File: src/rtl/uart_rx_fifo.sv
// UART receiver with mid-bit sampling, parity/stop checking and a show-ahead
// receive FIFO; completed frames are pushed with their error flags attached.
module uart_rx_fifo #(
  parameter int DIVIDER   = 217,
  parameter int DATA_BITS = 8,
  parameter int PARITY    = 0,
  parameter int STOP_BITS = 1,
  parameter int DEPTH     = 16
) (
  input  logic                         clk,
  input  logic                         resetb,
  input  logic                         rxd,
  output logic [DATA_BITS-1:0]         rx_data,
  output logic                         rx_frame_err,
  output logic                         rx_parity_err,
  output logic                         rx_valid,
  input  logic                         rx_ready,
  output logic                         overrun,
  output logic [$clog2(DEPTH+1)-1:0]   fifo_count
);

  localparam int CW = $clog2(DIVIDER);
  localparam int BW = $clog2(DATA_BITS + 1);
  localparam int AW = $clog2(DEPTH);
  localparam int NW = $clog2(DEPTH + 1);
  localparam int WW = DATA_BITS + 2;

  localparam logic [CW-1:0] CNT_LAST  = CW'(DIVIDER - 1);
  localparam logic [CW-1:0] CNT_HALF  = CW'(DIVIDER / 2 - 1);
  localparam logic [BW-1:0] DATA_LAST = BW'(DATA_BITS - 1);
  localparam logic [BW-1:0] STOP_LAST = BW'(STOP_BITS - 1);
  localparam logic [NW-1:0] FULL_CNT  = NW'(DEPTH);

  typedef enum logic [2:0] {IDLE, START, DATA, PAR, STOP, WAIT_IDLE} state_t;

  state_t                 state_q, state_d;
  logic                   rx_meta, rxs;
  logic [CW-1:0]          cnt_q;
  logic [BW-1:0]          bit_q;
  logic [DATA_BITS-1:0]   shreg;
  logic                   perr_q, ferr_q;
  logic                   push_q;
  logic [WW-1:0]          word_q;
  logic                   cnt_clr, bit_clr, bit_inc, frame_clr;
  logic                   do_shift, do_par, do_stop, push_d;
  logic                   at_end, par_bit;

  always_ff @(posedge clk or negedge resetb) begin
    if (!resetb) begin
      rx_meta <= 1'b1;
      rxs     <= 1'b1;
    end else begin
      rx_meta <= rxd;
      rxs     <= rx_meta;
    end
  end

  assign at_end  = (cnt_q == CNT_LAST);
  assign par_bit = (PARITY == 1) ? ~^shreg : ^shreg;

  always_comb begin
    state_d   = state_q;
    cnt_clr   = 1'b0;
    bit_clr   = 1'b0;
    bit_inc   = 1'b0;
    frame_clr = 1'b0;
    do_shift  = 1'b0;
    do_par    = 1'b0;
    do_stop   = 1'b0;
    push_d    = 1'b0;
    case (state_q)
      IDLE: begin
        cnt_clr = 1'b1;
        if (!rxs) state_d = START;
      end
      START: begin
        if (cnt_q == CNT_HALF) begin
          cnt_clr   = 1'b1;
          bit_clr   = 1'b1;
          frame_clr = 1'b1;
          state_d   = rxs ? IDLE : DATA;
        end
      end
      DATA: begin
        if (at_end) begin
          cnt_clr  = 1'b1;
          do_shift = 1'b1;
          bit_inc  = 1'b1;
          if (bit_q == DATA_LAST) begin
            bit_clr = 1'b1;
            state_d = (PARITY != 0) ? PAR : STOP;
          end
        end
      end
      PAR: begin
        if (at_end) begin
          cnt_clr = 1'b1;
          do_par  = 1'b1;
          state_d = STOP;
        end
      end
      STOP: begin
        if (at_end) begin
          cnt_clr = 1'b1;
          do_stop = 1'b1;
          bit_inc = 1'b1;
          if (bit_q == STOP_LAST) begin
            // the push itself lands one clock later from push_q/word_q
            bit_clr = 1'b1;
            push_d  = 1'b1;
            state_d = (ferr_q || !rxs) ? WAIT_IDLE : IDLE;
          end
        end
      end
      WAIT_IDLE: begin
        cnt_clr = 1'b1;
        if (rxs) state_d = IDLE;
      end
      default: state_d = IDLE;
    endcase
  end

  always_ff @(posedge clk or negedge resetb) begin
    if (!resetb) begin
      state_q <= IDLE;
      cnt_q   <= '0;
      bit_q   <= '0;
      shreg   <= '0;
      perr_q  <= 1'b0;
      ferr_q  <= 1'b0;
      push_q  <= 1'b0;
      word_q  <= '0;
    end else begin
      state_q <= state_d;
      cnt_q   <= cnt_clr ? '0 : cnt_q + CW'(1);
      if (bit_clr)      bit_q <= '0;
      else if (bit_inc) bit_q <= bit_q + BW'(1);
      if (frame_clr) begin
        perr_q <= 1'b0;
        ferr_q <= 1'b0;
      end
      if (do_shift)         shreg  <= {rxs, shreg[DATA_BITS-1:1]};
      if (do_par)           perr_q <= (rxs != par_bit);
      if (do_stop && !rxs)  ferr_q <= 1'b1;
      push_q <= push_d;
      if (push_d) word_q <= {perr_q, ferr_q | ~rxs, shreg};
    end
  end

  logic [WW-1:0] mem [DEPTH];
  logic [AW-1:0] wr_ptr, rd_ptr;
  logic [NW-1:0] count_q;
  logic          full, pop, push_ok, overrun_q;
  logic [WW-1:0] head;

  assign full    = (count_q == FULL_CNT);
  assign rx_valid = (count_q != '0);
  assign pop     = rx_valid & rx_ready;
  // a simultaneous pop frees the slot, so a full FIFO still accepts the word
  assign push_ok = push_q & (~full | pop);

  always_ff @(posedge clk) begin
    if (push_ok) mem[wr_ptr] <= word_q;
  end

  always_ff @(posedge clk or negedge resetb) begin
    if (!resetb) begin
      wr_ptr    <= '0;
      rd_ptr    <= '0;
      count_q   <= '0;
      overrun_q <= 1'b0;
    end else begin
      if (push_ok) wr_ptr <= wr_ptr + AW'(1);
      if (pop)     rd_ptr <= rd_ptr + AW'(1);
      if (push_ok && !pop)      count_q <= count_q + NW'(1);
      else if (!push_ok && pop) count_q <= count_q - NW'(1);
      overrun_q <= push_q & full & ~pop;
    end
  end

  assign head          = mem[rd_ptr];
  assign rx_data       = rx_valid ? head[DATA_BITS-1:0] : '0;
  assign rx_frame_err  = rx_valid & head[DATA_BITS];
  assign rx_parity_err = rx_valid & head[DATA_BITS+1];
  assign overrun       = overrun_q;
  assign fifo_count    = count_q;

endmodule

File: config.mk
export PLATFORM = sky130hd
export DESIGN_NAME = uart_rx_fifo
export DESIGN_NICKNAME = d
export VERILOG_FILES = /design/src/rtl/uart_rx_fifo.sv
export SDC_FILE = /design/constraint.sdc
export NUM_CORES = 1
export LEC_CHECK = 0
export ABC_CLOCK_PERIOD_IN_PS = 2700
export CAP_MARGIN = 20
export CORE_ASPECT_RATIO = 1.75
export CORE_MARGIN = 2
export CORE_UTILIZATION = 45
export DETAILED_ROUTE_END_ITERATION = 10
export GPL_TIMING_DRIVEN = 0
export SLEW_MARGIN = 20
export SYNTH_ARGS = -nofsm -noshare
export SYNTH_HDL_FRONTEND = slang
export SYNTH_SLANG_ARGS = --single-unit
export TNS_END_PERCENT = 100
File: constraint.sdc
create_clock -name clk -period 2.7 [get_ports clk]
set_input_delay 0.54 -clock clk [delete_from_list [all_inputs] [get_ports clk]]
set_output_delay 0.54 -clock clk [all_outputs]
set_load 0.03 [all_outputs]
# After elaboration in Yosys (flattened, before gate mapping)
# Memory sizes are Yosys's and may differ from the RTL's.
# Index checks and enable logic that the tools add are counted.
[op_classes]
add_sub_neg = 6
n_mux = 36
n_reduce_logical = 19
n_bitwise = 11
n_eq_ne = 18
[ops]
columns = ["cell", "count"]
rows = [
  ["two-way mux 3 bit", 9],
  ["one-hot mux 3 bit (6 select lines)", 1],
  ["two-way mux 1 bit", 17],
  ["two-way mux 8 bit", 2],
  ["!= test 2 bit, second input constant", 8],
  ["adder 4 x 1 -> 4 bit, second input constant", 3],
  ["two-way mux 5 bit", 2],
  ["adder 8 x 1 -> 8 bit, second input constant", 1],
  ["equality test 8 x 7 -> 1 bit, second input constant", 1],
  ["equality test 8 bit, second input constant", 1],
  ["two-way mux 4 bit", 2],
  ["AND reduction 8 bit", 1],
  ["nonzero test 2 bit", 4],
  ["XOR reduction 8 bit", 1],
  ["AND 1 bit", 6],
  ["equality test 3 x 2 -> 1 bit, second input constant", 2],
  ["equality test 3 bit, second input constant", 2],
  ["one-hot mux 1 bit (3 select lines)", 2],
  ["adder 5 x 1 -> 5 bit, second input constant", 1],
  ["equality test 5 bit, second input constant", 1],
  ["nonzero test 5 bit", 1],
  ["subtractor 5 x 1 -> 5 bit, second input constant", 1],
  ["equality test 4 x 3 -> 1 bit, second input constant", 1],
  ["zero test 4 bit", 1],
  ["11 further kinds", 19],
]
[totals]
n_memories = 1
word_cells = 105
ramBits = 160
inputBits = 4
register_bits = 52
output_inout_bits = 17
[mem_list]
columns = ["memory", "words", "word_bits", "read_ports", "rd_clocked_by_memory_dff", "wr", "line_no", "rtl"]
rows = [
  ["mem", 16, 10, 1, 0, 1, "150", "logic [WW-1:0] mem [DEPTH];"],
]

# Longest topological paths before layout
[logic_depth]
ltp_word = 8
mapped_depth = 12
depth_no_buf = 12

# Worst setup path after synthesis
# OpenSTA, ideal clock, no wires.
[synth_path]
kind = "reg2reg"
from = "register count_q[1], in the netlist fifo_count[1]"
to = "register count_q[4], in the netlist fifo_count[4]"
t_required_ns = 2.620
setup_ns = 0.080
slack_ns = -0.177
n_path_buf = 0
stages_incl_launch_ff = 13
arrival_ns = 2.797
synth_period_minus_slack_ns = 2.877
path_cell_list = "dfrtp_1 > nor4_1 > nand3b_1 > nand2_1 > clkinv_1 > ha_1 > inv_1 > ha_1 > nor2b_1 > o21a_1 > or3_1 > a21oi_1 > xor2_1"
[synth_via]
elab_chain_cells = 7
word_cells_on_any_way = 15
cone_classes = "add/sub: 2; eq/ne: 1; mux: 2; bitwise: 4; reduce/logical: 6"
[synth_lines]
columns = ["element", "line_no", "rtl"]
rows = [
  ["start, declared", "152", "logic [NW-1:0] count_q;"],
  ["start signal, assigned", "175", "if (push_ok && !pop) count_q <= count_q + NW'(1);"],
  ["start signal, assigned", "176", "else if (!push_ok && pop) count_q <= count_q - NW'(1);"],
  ["nonzero test 5 bit or equality test 5 bit (tied branches)", "157, 156", ""],
  ["AND 1 bit or inverter 1 bit (tied branches)", "158, 160", ""],
  ["bitwise OR 1 bit *", "160", "assign push_ok = push_q & (~full | pop);"],
  ["AND 1 bit *", "160", ""],
  ["named net push_ok", "153", "logic full, pop, push_ok, overrun_q;"],
  ["zero test 1 bit", "176", ""],
  ["logical AND 1 bit", "176", ""],
  ["nonzero test 2 bit (no source line)", "n/a", ""],
]
# Mark *: on every way through the listed nets, which the timed path passes. The rest lies on a longest branch. The select of a mux whose other input is x is not followed.
# A chain may end at the register's enable or synchronous reset.

# Final worst setup path
[layout_path]
from = "register rd_ptr[0]"
to = "output rx_data[0]"
[layout_via]
elab_chain_cells = 2
[layout_lines]
columns = ["element", "line_no", "rtl"]
rows = [
  ["start, declared", "151", "logic [AW-1:0] wr_ptr, rd_ptr;"],
  ["start signal, assigned", "174", "if (pop) rd_ptr <= rd_ptr + AW'(1);"],
  ["memory read (16 x 10 bit)", "n/a", ""],
  ["two-way mux 8 bit", "182", "assign rx_data = rx_valid ? head[DATA_BITS-1:0] : '0;"],
  ["end, declared", "13", "output logic [DATA_BITS-1:0] rx_data,"],
]
# Every way passes these cells.

==> summary.txt <==
Clock tree
  – Clk sinks: 212
  – Clock Path Buffers: 3
  – Worst skew pair latency: around 0.47 ns
  – Post-CTS Hold Fix Bufs: 0
  – Clock Root Buffer: clkbuf_16
  – H-tree Lvls: 1
  – CTS Buf Count: 19
  – Clock-pin slew on the worst setup and hold paths: 0.07 ns
  – CTS tree: yes

STA
  – Final hold vios: 0
  – Tightest hold margin: ~0.092 ns
  – F_max: 0.320 GHz
  – Setup ws final: -0.421 ns
  – Minimum clock period: around 3.1 ns
  – Fin Clk Skew: 0.00602 ns
  – Final setup fails: 10
  – Max Slew Vio Count: 0
  – RSZ-0062 raised after global routing: yes
  – Slew headroom: 0.428
  – Final period util: 1.16
  – Slew at the pin with the worst max-slew slack: 0.858 ns

Critical path
  – Buffers plus inverters on the worst setup path: 3
  – Worst Path Class, Setup: register to output pin
  – Setup crit start kind: register
  – Crit path DAT: ~2.6 ns
  – Cell family with most CP delay: multiplexers
  – Worst-path fanout max: 5
  – Largest stage delay on the critical path: 0.54 ns
  – CP Data Required Time: between 2 and 2.5 ns
  – Crit path max-delay cell type: mux4_2
  – Crit path capture type: output pin
  – CP cell instances: buf_12 -> buf_12 -> mux4_2 -> mux4_2 -> and2_4 -> buf_6

Synthesis
  – Leading area contributor after synthesis: edfxtp_1
  – Sequential element share of the synthesized area: 0.703
  – Synth warn: 0
  – Post-synth cell types: 45
  – Async SR Flop Fraction: 0.245
  – Predominant post-synthesis flop cell: edfxtp_1
  – Mean post-synth cell area: 17.7 sq um
  – Post-synth top area share: 0.553
  – Top cells by count, synth: 160 x edfxtp_1, 50 x dfrtp_1, 50 x mux4_2, 39 x nand2_1
  – Synthesized cell area: 8690 sq um
  – Post-synth EDFFs: 160
  – Synth top area cells: edfxtp_1 55%, dfrtp_1 14%, mux4_2 13%
  – Synthesis-stage register bit count: between 200 and 250
  – Cells after synthesis: 491
  – Most common cell in the synthesized netlist: edfxtp_1
  – Net Count, Synth: 509

Global routing
  – Met2 Track Usage GR: 0.335
  – GR Util met1: 0.198
  – Tot GR Track Use: 0.176
  – Initial antenna violation count: 0
  – Vias in the first global route: 4600
  – Largest net degree at the start of global routing: 53
  – First-pass GRT wire length: 26400 microns
  – Most Crowded Layer GR: met2
  – GRT overflow: 0
  – Met3 usage: 0.0209

Pwr
  – Part of the power in the clock network: 0.474
  – P_leak: 4.07 nW
  – Sw power: roughly 1.2 mW
  – P_int: 5.45 mW
  – Combinational Power Share: 0.003
  – Peak supply drop: between 0.4 and 0.5 mV
  – Sequential fraction of design power: 0.523
  – P per Cell Area: 645 nW/um^2
  – Sw frac: 0.180

Floorplanning
  – Core area: 19000 sq um
  – Die W: 109 microns
  – I/O pins: 21
  – Die Area: approximately 20000 sq um
  – DIE HEIGHT: 188 microns
  – Initial Util: 0.457
  – Row count: 67

Run status
  – Status: finished with violations
  – Failing checks: setup timing

Drt
  – Vias per cell: 5.44
  – Routed WL: 17600 microns
  – DRT iter0 DRCs: 258
  – DRC: 0
  – Routed WL per cell: around 22 microns
  – Via count: 4330
  – Drt pass-1 iters: 4
  – Remaining antenna violation count: 0

Run
  – Number of max-cap violations: 0

Placed design
  – Post-DP HPWL: 11700 microns
  – Routability Congestion: 0.819
  – # port buffers: 20

Cells and area
  – Share of cells above drive strength 1: 0.283
  – P&R area growth vs syn: 18.4%
  – Post-layout util: 0.541
  – Nets: 561
  – Antenna fix cells: 0

Worst hold path
  – Min-delay worst type: input port to async pin
==> placed cells by master, fill, tap and decap left out, types with 4 or more instances in the layout <==
master | netlist | layout
nor2_1 | 18 | 18
buf_12 | 0 | 4
inv_1 | 13 | 11
clkbuf_16 | 0 | 24
and2_1 | 19 | 8
bufinv_16 | 0 | 7
buf_6 | 1 | 10
dfrtp_1 | 50 | 46
and3_1 | 11 | 11
mux2_2 | 10 | 10
clkdlybuf4s50_1 | 0 | 8
xor2_1 | 9 | 9
ha_1 | 13 | 11
nand2b_1 | 4 | 4
dfrtp_2 | 0 | 4
mux4_2 | 50 | 50
buf_4 | 4 | 8
and2_4 | 0 | 11
xnor2_1 | 19 | 19
nand2_1 | 39 | 38
edfxtp_1 | 160 | 160
nand3_1 | 5 | 5
clkbuf_1 | 12 | 8
o21ai_0 | 10 | 10
==> sequential cells by signal, summed over array words and instances, names as in the netlist <==
| name | flops |
|---|---|
| mem | 160 |
| word_q | 10 |
| cnt_q | 8 |
| shreg | 8 |
| fifo_count | 5 |
| bit_q | 4 |
| rd_ptr | 4 |
| wr_ptr | 4 |
| state_q | 3 |
| ferr_q | 1 |
| overrun | 1 |
| perr_q | 1 |
| push_q | 1 |
| rx_meta | 1 |
| rxs | 1 |
==> power groups by stage <==
stage	Clock (mW)	Sequential, mW	Combinational, mW
after global placement	0	3.54	0.0230
final	3.15	3.47	0.0218
after detailed placement	0	3.54	0.0233
after floorplan	0	3.54	0.00236
after global routing	3.31	3.47	0.0259
after CTS	3.19	3.47	0.0235
==> logic make-up (layout without fill, tap and decap cells) <==
logic type	after synthesis	after routing	synth area share
adders and majority gates	14	14	0.0210
and+or+nand+nor	119	119	0.0704
AOI/OAI and AO/OA	24	24	0.0167
xor gates and xnor gates	28	28	0.0282
muxes	61	61	0.144
buffers and inverters	33	97	0.0170
DFF	212	212	0.703
==> repair_timing <==
item / in CTS / in global routing
hold endpoints to repair: 0 / 0
pin swaps: 1 / 3
cloned: 0 / 5
endpoints found under the setup margin: 13 / 12
gates resized for setup: 112 / 8
buffers inserted: 4 / 3
==> stage by stage <==
stage	cell area (sq um)	setup slack, ns	TNS, ns	power (mW)	cells
after floorplan	8710	0.0168	0	3.54	491
after global placement	9210	-0.899	-32.23	3.56	752
after detailed placement	9210	-0.872	-8.82	3.56	752
final	10300	-0.421	-3.76	6.64	796
after CTS	10100	-0.430	-3.77	6.68	788
after global routing	10300	-0.461	-4.35	6.80	796
==> routing by layer <==
layer / vias up / wire, microns
li1: 1987 / -
met1: 2231 / 6270
met2: 86 / 10400
met3: 26 / 669
met4: 0 / 344
met5: - / 0
==> worst paths after layout <==
path / from / end / slack (ns) / depth (start not counted)
max in group asynchronous: resetb / rd_ptr[0]$_DFFE_PN0N_ / 2.13 / 1
min in group clk: rx_meta$_DFF_PN1_ / rxs$_DFF_PN1_ / 0.36 / 0
max: rd_ptr[0]$_DFFE_PN0N_ / rx_data[0] / -0.42 / 6
max reg2reg: fifo_count[1]$_DFFE_PN0P_ / fifo_count[4]$_DFFE_PN0P_ / 0.17 / 12
min: resetb / fifo_count[0]$_DFFE_PN0P_ / 0.09 / 1
min reg2reg: rx_meta$_DFF_PN1_ / rxs$_DFF_PN1_ / 0.36 / 0
==> layout make-up <==
type                       count  area, sq um
fill                        1484         8740
sequential                   212         6110
multi-input combinational    246         2510
clock buffer                  20          479
timing repair buffer          32          383
tap                          241          302
clock inverter                13          255
buffer                        18          193
inverter                      14         60.1
Power figures use the tool's default switching activity.
